File: src/rtl/imem_loadable.sv
// imem_loadable: loadable instruction memory with a pipelined, fixed-latency fetch port.
// Optional per-word even parity is enabled by defining IMEM_PARITY_EN.
module imem_loadable #(
    parameter int ADDR_WIDTH   = 16,
    parameter int DATA_WIDTH   = 32,
    parameter int DEPTH        = 64,
    parameter int READ_LATENCY = 2
) (
    input  logic                  clk,
    input  logic                  rst_n,
    input  logic                  load_start,
    input  logic                  load_valid,
    output logic                  load_ready,
    input  logic [ADDR_WIDTH-1:0] load_addr,
    input  logic [DATA_WIDTH-1:0] load_data,
    input  logic                  load_done,
    output logic                  load_err,
    input  logic                  dbg_flip_parity,
    input  logic                  fetch_req,
    input  logic [ADDR_WIDTH-1:0] PC,
    output logic                  fetch_ready,
    output logic [DATA_WIDTH-1:0] Instruction,
    output logic                  inst_valid,
    output logic [ADDR_WIDTH:0]   prog_length,
    output logic                  busy,
    output logic                  parity_err
);

`ifdef IMEM_PARITY_EN
    localparam int PW = 1;
`else
    localparam int PW = 0;
`endif
    localparam int MW  = DATA_WIDTH + PW;
    localparam int IW  = (DEPTH > 1) ? $clog2(DEPTH) : 1;
    localparam int AW1 = ADDR_WIDTH + 1;
    localparam logic [ADDR_WIDTH:0] DEPTH_W  = AW1'(DEPTH);
    localparam logic [ADDR_WIDTH:0] CLR_LAST = AW1'(DEPTH - 1);
    localparam logic [ADDR_WIDTH:0] ONE      = AW1'(1);

    typedef enum logic [1:0] {S_CLEAR, S_RUN, S_DRAIN, S_LOAD} state_t;

    state_t              state;
    logic [ADDR_WIDTH:0] clr_cnt;
    logic [MW-1:0]       mem [DEPTH];

    logic                we;
    logic [IW-1:0]       waddr;
    logic [MW-1:0]       wdata;
    logic                load_ok;
    logic                fire;
    logic                in_flight;
    logic [MW-1:0]       rd_word;
    logic                rd_ok;
    logic                rd_bad;

    logic [READ_LATENCY-1:0] pv;
    logic [READ_LATENCY-1:0] pe;
    logic [DATA_WIDTH-1:0]   pd [READ_LATENCY];

    assign load_ok = ({1'b0, load_addr} < DEPTH_W);
    assign fire    = fetch_req && fetch_ready;

    always_comb begin
        we    = rst_n && ((state == S_CLEAR) || ((state == S_LOAD) && load_valid && load_ok));
        waddr = (state == S_CLEAR) ? clr_cnt[IW-1:0] : load_addr[IW-1:0];
        wdata = '0;
        if (state != S_CLEAR) begin
`ifdef IMEM_PARITY_EN
            wdata = {(^load_data) ^ dbg_flip_parity, load_data};
`else
            wdata = load_data;
`endif
        end
    end

`ifndef IMEM_PARITY_EN
    logic unused_flip;
    assign unused_flip = dbg_flip_parity;
`endif

    always_ff @(posedge clk) begin
        if (we) mem[waddr] <= wdata;
    end

    // Stored parity makes the whole word even, so any odd reduction is an error.
    always_comb begin
        rd_word = mem[PC[IW-1:0]];
        rd_ok   = ({1'b0, PC} < DEPTH_W) && ({1'b0, PC} < prog_length);
`ifdef IMEM_PARITY_EN
        rd_bad  = ^rd_word;
`else
        rd_bad  = 1'b0;
`endif
    end

    // Only stages before the output stage count as in flight; the output
    // stage's inst_valid is delivered in the current cycle.
    always_comb begin
        in_flight = 1'b0;
        for (int unsigned i = 0; i + 1 < READ_LATENCY; i++) begin
            in_flight = in_flight | pv[i];
        end
    end

    always_ff @(posedge clk) begin
        if (!rst_n) begin
            pv <= '0;
            pe <= '0;
            for (int unsigned i = 0; i < READ_LATENCY; i++) pd[i] <= '0;
        end else begin
            pv[0] <= fire;
            pe[0] <= fire && rd_ok && rd_bad;
            if (fire) pd[0] <= (rd_ok && !rd_bad) ? rd_word[DATA_WIDTH-1:0] : '0;
            for (int unsigned i = 1; i < READ_LATENCY; i++) begin
                pv[i] <= pv[i-1];
                pe[i] <= pe[i-1];
                if (pv[i-1]) pd[i] <= pd[i-1];
            end
        end
    end

    assign inst_valid  = pv[READ_LATENCY-1];
    assign parity_err  = pe[READ_LATENCY-1];
    assign Instruction = pd[READ_LATENCY-1];

    always_ff @(posedge clk) begin
        if (!rst_n) begin
            state       <= S_CLEAR;
            clr_cnt     <= '0;
            prog_length <= '0;
            load_ready  <= 1'b0;
            fetch_ready <= 1'b0;
            busy        <= 1'b1;
            load_err    <= 1'b0;
        end else begin
            load_err <= 1'b0;
            case (state)
                S_CLEAR: begin
                    if (clr_cnt == CLR_LAST) begin
                        state       <= S_RUN;
                        fetch_ready <= 1'b1;
                        busy        <= 1'b0;
                    end else begin
                        clr_cnt <= clr_cnt + ONE;
                    end
                end
                S_RUN: begin
                    if (load_start) begin
                        state       <= S_DRAIN;
                        fetch_ready <= 1'b0;
                        busy        <= 1'b1;
                    end
                end
                S_DRAIN: begin
                    if (!in_flight) begin
                        state       <= S_LOAD;
                        load_ready  <= 1'b1;
                        prog_length <= '0;
                    end
                end
                S_LOAD: begin
                    if (load_valid) begin
                        if (load_ok) begin
                            if (({1'b0, load_addr} + ONE) > prog_length)
                                prog_length <= {1'b0, load_addr} + ONE;
                        end else begin
                            load_err <= 1'b1;
                        end
                    end
                    if (load_done) begin
                        state       <= S_RUN;
                        load_ready  <= 1'b0;
                        fetch_ready <= 1'b1;
                        busy        <= 1'b0;
                    end
                end
                default: state <= S_CLEAR;
            endcase
        end
    end

endmodule
File: config.mk
export PLATFORM = sky130hd
export DESIGN_NAME = imem_loadable
export DESIGN_NICKNAME = d
export VERILOG_FILES = /design/src/rtl/imem_loadable.sv
export SDC_FILE = /design/constraint.sdc
export NUM_CORES = 2
export LEC_CHECK = 0
export CORE_MARGIN = 2
export CORE_UTILIZATION = 30
export CTS_CLUSTER_SIZE = 16
export DETAILED_ROUTE_END_ITERATION = 8
export PLACE_DENSITY = 0.53
export SYNTH_ARGS = -nofsm -noshare
export SYNTH_HDL_FRONTEND = slang
export SYNTH_SLANG_ARGS = --single-unit
File: constraint.sdc
create_clock -name clk -period 4.1 [get_ports clk]
set_clock_uncertainty 0.1 [all_clocks]
set_input_delay 0.82 -clock clk [delete_from_list [all_inputs] [get_ports clk]]
set_output_delay 0.82 -clock clk [all_outputs]
set_load 0.005 [all_outputs]
==> flow_metrics.env <==
export IMPL_status="completed"
export IMPL_finalHoldViolCount=0
export IMPL_die_width_um=530.6
export IMPL_antenna_found_initial=10
export IMPL_hold_path_cell_count=2
export IMPL_clkLatencyLatePin_ps=860
export IMPL_synthesis_area_um2=83180
export IMPL_synth_ff_type="edfxtp_1"
export IMPL_rrSetupSlack_ps=830
export IMPL_worstPathArrival_ps=4070
export IMPL_clock_sinks=2154
export IMPL_dpl_cell_area_um2=93040
export IMPL_pwr_density_cell_nw_per_um2=512.4
export IMPL_final_core_util_pct=36.24
export IMPL_fillers=25370
export IMPL_ir_drop_mv=0.4111
export IMPL_synth_edf_count=2112
export IMPL_r2r_end="mem[41][13]"
export IMPL_via_per_inst=5.004
export IMPL_final_area_um2=100100
export IMPL_htree_levels=4
export IMPL_worstHoldEndpoint="busy"
export IMPL_tightest_slew_ps=967.6
export IMPL_ys_seq_area_share_pct=77.26
export IMPL_fin_crit_sh_pct=82.01
export IMPL_critPathKind="input pin to flop"
export IMPL_ant_nets=0
export IMPL_clkTransAtPathRegs_ps=60
export IMPL_dieArea_um2=281500
export IMPL_worstRegToRegCells=9
export IMPL_slew_headroom_pct=35.49
export IMPL_cts_root_buf="clkbuf_16"
export IMPL_die_h_um=530.6
export IMPL_core_area_um2=276300
export IMPL_yosysWarningCount=0
export IMPL_hold_buffers=0
export IMPL_dp_hpwl_mm=133.1
export IMPL_holdCritStartpoint="busy"
export IMPL_final_cell_mix="edfxtp_1, mux4_2, buf_4"
export IMPL_max_clock_freq_mhz=297.4
export IMPL_placement_io_buffers=123
export IMPL_cp_required_ps=4800
export IMPL_numCtsBuffers=219
export IMPL_cts_tree="yes"
export IMPL_hold_class="flop to flop"
export IMPL_r2r_start="state[0]"
export IMPL_gr_total_overflow=0
export IMPL_mappedNetlistNets=3958
export IMPL_setup_violations=0
export IMPL_routedWlPerCell_um=27.57
export IMPL_dp_cells=7814
export IMPL_crit_fanout=10
export IMPL_dr_pass1_iters=5
export IMPL_final_common_cell="edfxtp_1"
export IMPL_grt_max_degree=69
export IMPL_ys_types=55
export IMPL_cts_buffer_depth=3
export IMPL_start_kind="input pin"
export IMPL_end_kind="flop"
export IMPL_grt_pass1_wl_mm=318.0
export IMPL_max_cap_viol_count=0
export IMPL_final_cell_count_no_fill=8214
export IMPL_nets=4441
export IMPL_gp_congestion=0.8114
export IMPL_post_route_drc_count=0
export IMPL_drt_total_wl_mm=226.5
export IMPL_drive_gt1_share_pct=29.27
export IMPL_p_total_mw=51.31
export IMPL_drt_iter0_drc=3944
export IMPL_grt_pass1_vias=42110
export IMPL_grtUsageTotal_pct=15.88
export IMPL_post_cts_buffers=0
export IMPL_synth_seq_cells=2154
export IMPL_drv_slew=0
export IMPL_p_leak_nw=31.68
export IMPL_initial_core_util_pct=30.11
export IMPL_post_cts_resized=0
export IMPL_syn_inst=3847
export IMPL_area_growth_pct=20.37
export IMPL_avgSynthCellArea_um2=21.62
export IMPL_synthArstFlopShare_pct=0
export IMPL_io_pin_count=126
export IMPL_min_period_ps=3362
export IMPL_row_count=193
export IMPL_vias=41100
export IMPL_rsz0062_at_grt="no"
==> how the worst max path moves through the flow <==
stage,cells after the start,startpoint,slack [ps],to
floorplan,6,load_addr[10],70,mem[32][0]
global placement,13,load_addr[2],-110,prog_length[16]
detailed placement,13,load_addr[4],-130,prog_length[13]
CTS,13,load_addr[4],810,prog_length[13]
global route,13,load_addr[4],530,prog_length[12]
finish,13,load_addr[4],740,prog_length[12]
==> cells in the mapped netlist, types with 3 or more instances <==
| library cell | count | area [um2] |
|---|---|---|
| edfxtp_1 | 2112 | 63420 |
| mux4_2 | 513 | 11550 |
| nor2_1 | 134 | 503.0 |
| clkbuf_1 | 95 | 356.6 |
| nor2b_1 | 71 | 444.2 |
| a22oi_1 | 68 | 510.5 |
| nor3_1 | 60 | 300.3 |
| a221oi_1 | 58 | 508.0 |
| a22o_1 | 58 | 508.0 |
| buf_4 | 54 | 405.4 |
| buf_2 | 51 | 255.2 |
| and2_1 | 50 | 312.8 |
| a21oi_1 | 48 | 240.2 |
| nand2_1 | 48 | 180.2 |
| dfxtp_1 | 42 | 840.8 |
| o22ai_1 | 41 | 256.5 |
| ha_1 | 40 | 500.5 |
| o21ai_0 | 33 | 165.2 |
| mux2i_1 | 30 | 300.3 |
| inv_1 | 29 | 108.9 |
| buf_1 | 24 | 90.09 |
| nand3_1 | 22 | 110.1 |
| a211oi_1 | 21 | 157.7 |
| xnor2_1 | 16 | 140.1 |
| and3_1 | 15 | 93.84 |
| nor4_1 | 15 | 93.84 |
| buf_6 | 13 | 146.4 |
| nand2b_1 | 12 | 75.07 |
| nand4_1 | 12 | 75.07 |
| xor2_1 | 11 | 96.34 |
| a2111oi_0 | 5 | 43.79 |
| mux2_2 | 4 | 45.04 |
| nand3b_1 | 4 | 30.03 |
| nor3b_1 | 4 | 30.03 |
| or2_2 | 4 | 25.02 |
| a21boi_0 | 3 | 22.52 |
| or3_1 | 3 | 18.77 |
==> stage by stage <==
step           hold WS, ps  setup WS, ps  TNS [ps]
6_report             390.9         737.6         0
5_1_grt              410.3         533.8         0
4_1_cts              395.6         810.7         0
3_5_place_dp         386.5        -125.7     -1374
3_3_place_gp         369.1        -114.1     -1383
2_1_floorplan        356.5         65.61         0
==> where the power goes <==
group	switching, mW	internal (mW)	total (mW)
logic	3.74	1.68	5.42
clock network	8.42	11.4	19.8
registers	0.158	25.9	26.1
==> area by class of cell <==
| class | count | area [um2] | share of cell area [%] |
|---|---|---|---|
| clock buffers | 273 | 5789 | 5.782 |
| clock inverters | 124 | 1287 | 1.286 |
| repair buffers | 499 | 5689 | 5.682 |
| well taps | 3705 | 4636 | 4.630 |
| inverters | 29 | 108.9 | 0.1087 |
| flip-flops and latches | 2154 | 64260 | 64.18 |
| multi-input cells | 1427 | 18340 | 18.32 |
| diodes | 3 | 7.507 | 0.007498 |
==> per-layer routing <==
metal | track usage [%] | vias to the layer above | wire length (um)
met3 | 2.350 | 252 | 12930
li1 | - | 17170 | -
met1 | 21.72 | 22440 | 97410
met5 | 0 | - | 0
met4 | 4.436 | 0 | 5305
met2 | 26.33 | 1248 | 110800
==> critical path: stages <==
cell and delay [ps]:
clkdlybuf4s50_1 490, and3_1 210, and3_1 190, nand3_1 120
or4_1 440, xnor2_1 150, ha_1 280, nand4_1 110
nor3_1 300, a311oi_1 140, o21ai_0 280, a41o_1 320
and3_1 210
==> flip-flops by register name, summed over array words and instances (netlist names) <==
signal,cells
pd,64
pv,2
load_err,1
load_ready,1
busy,1
state,2
prog_length,17
clr_cnt,17
mem,2048
fetch_ready,1
==> kinds of logic (layout without fill, tap and decap cells) <==
group           after synthesis  after routing  share of synthesized area [%]
flops                      2154           2154                          77.26
mux                         547            547                          14.31
simple gates                459            459                          2.805
compound gates              353            353                          3.103
buf+inv                     266            925                          1.638
fa+ha+maj                    40             40                         0.6017
xor+xnor                     27             27                         0.2843
other cells                   1              4                       0.004508
(Power assumes the default switching activity.)
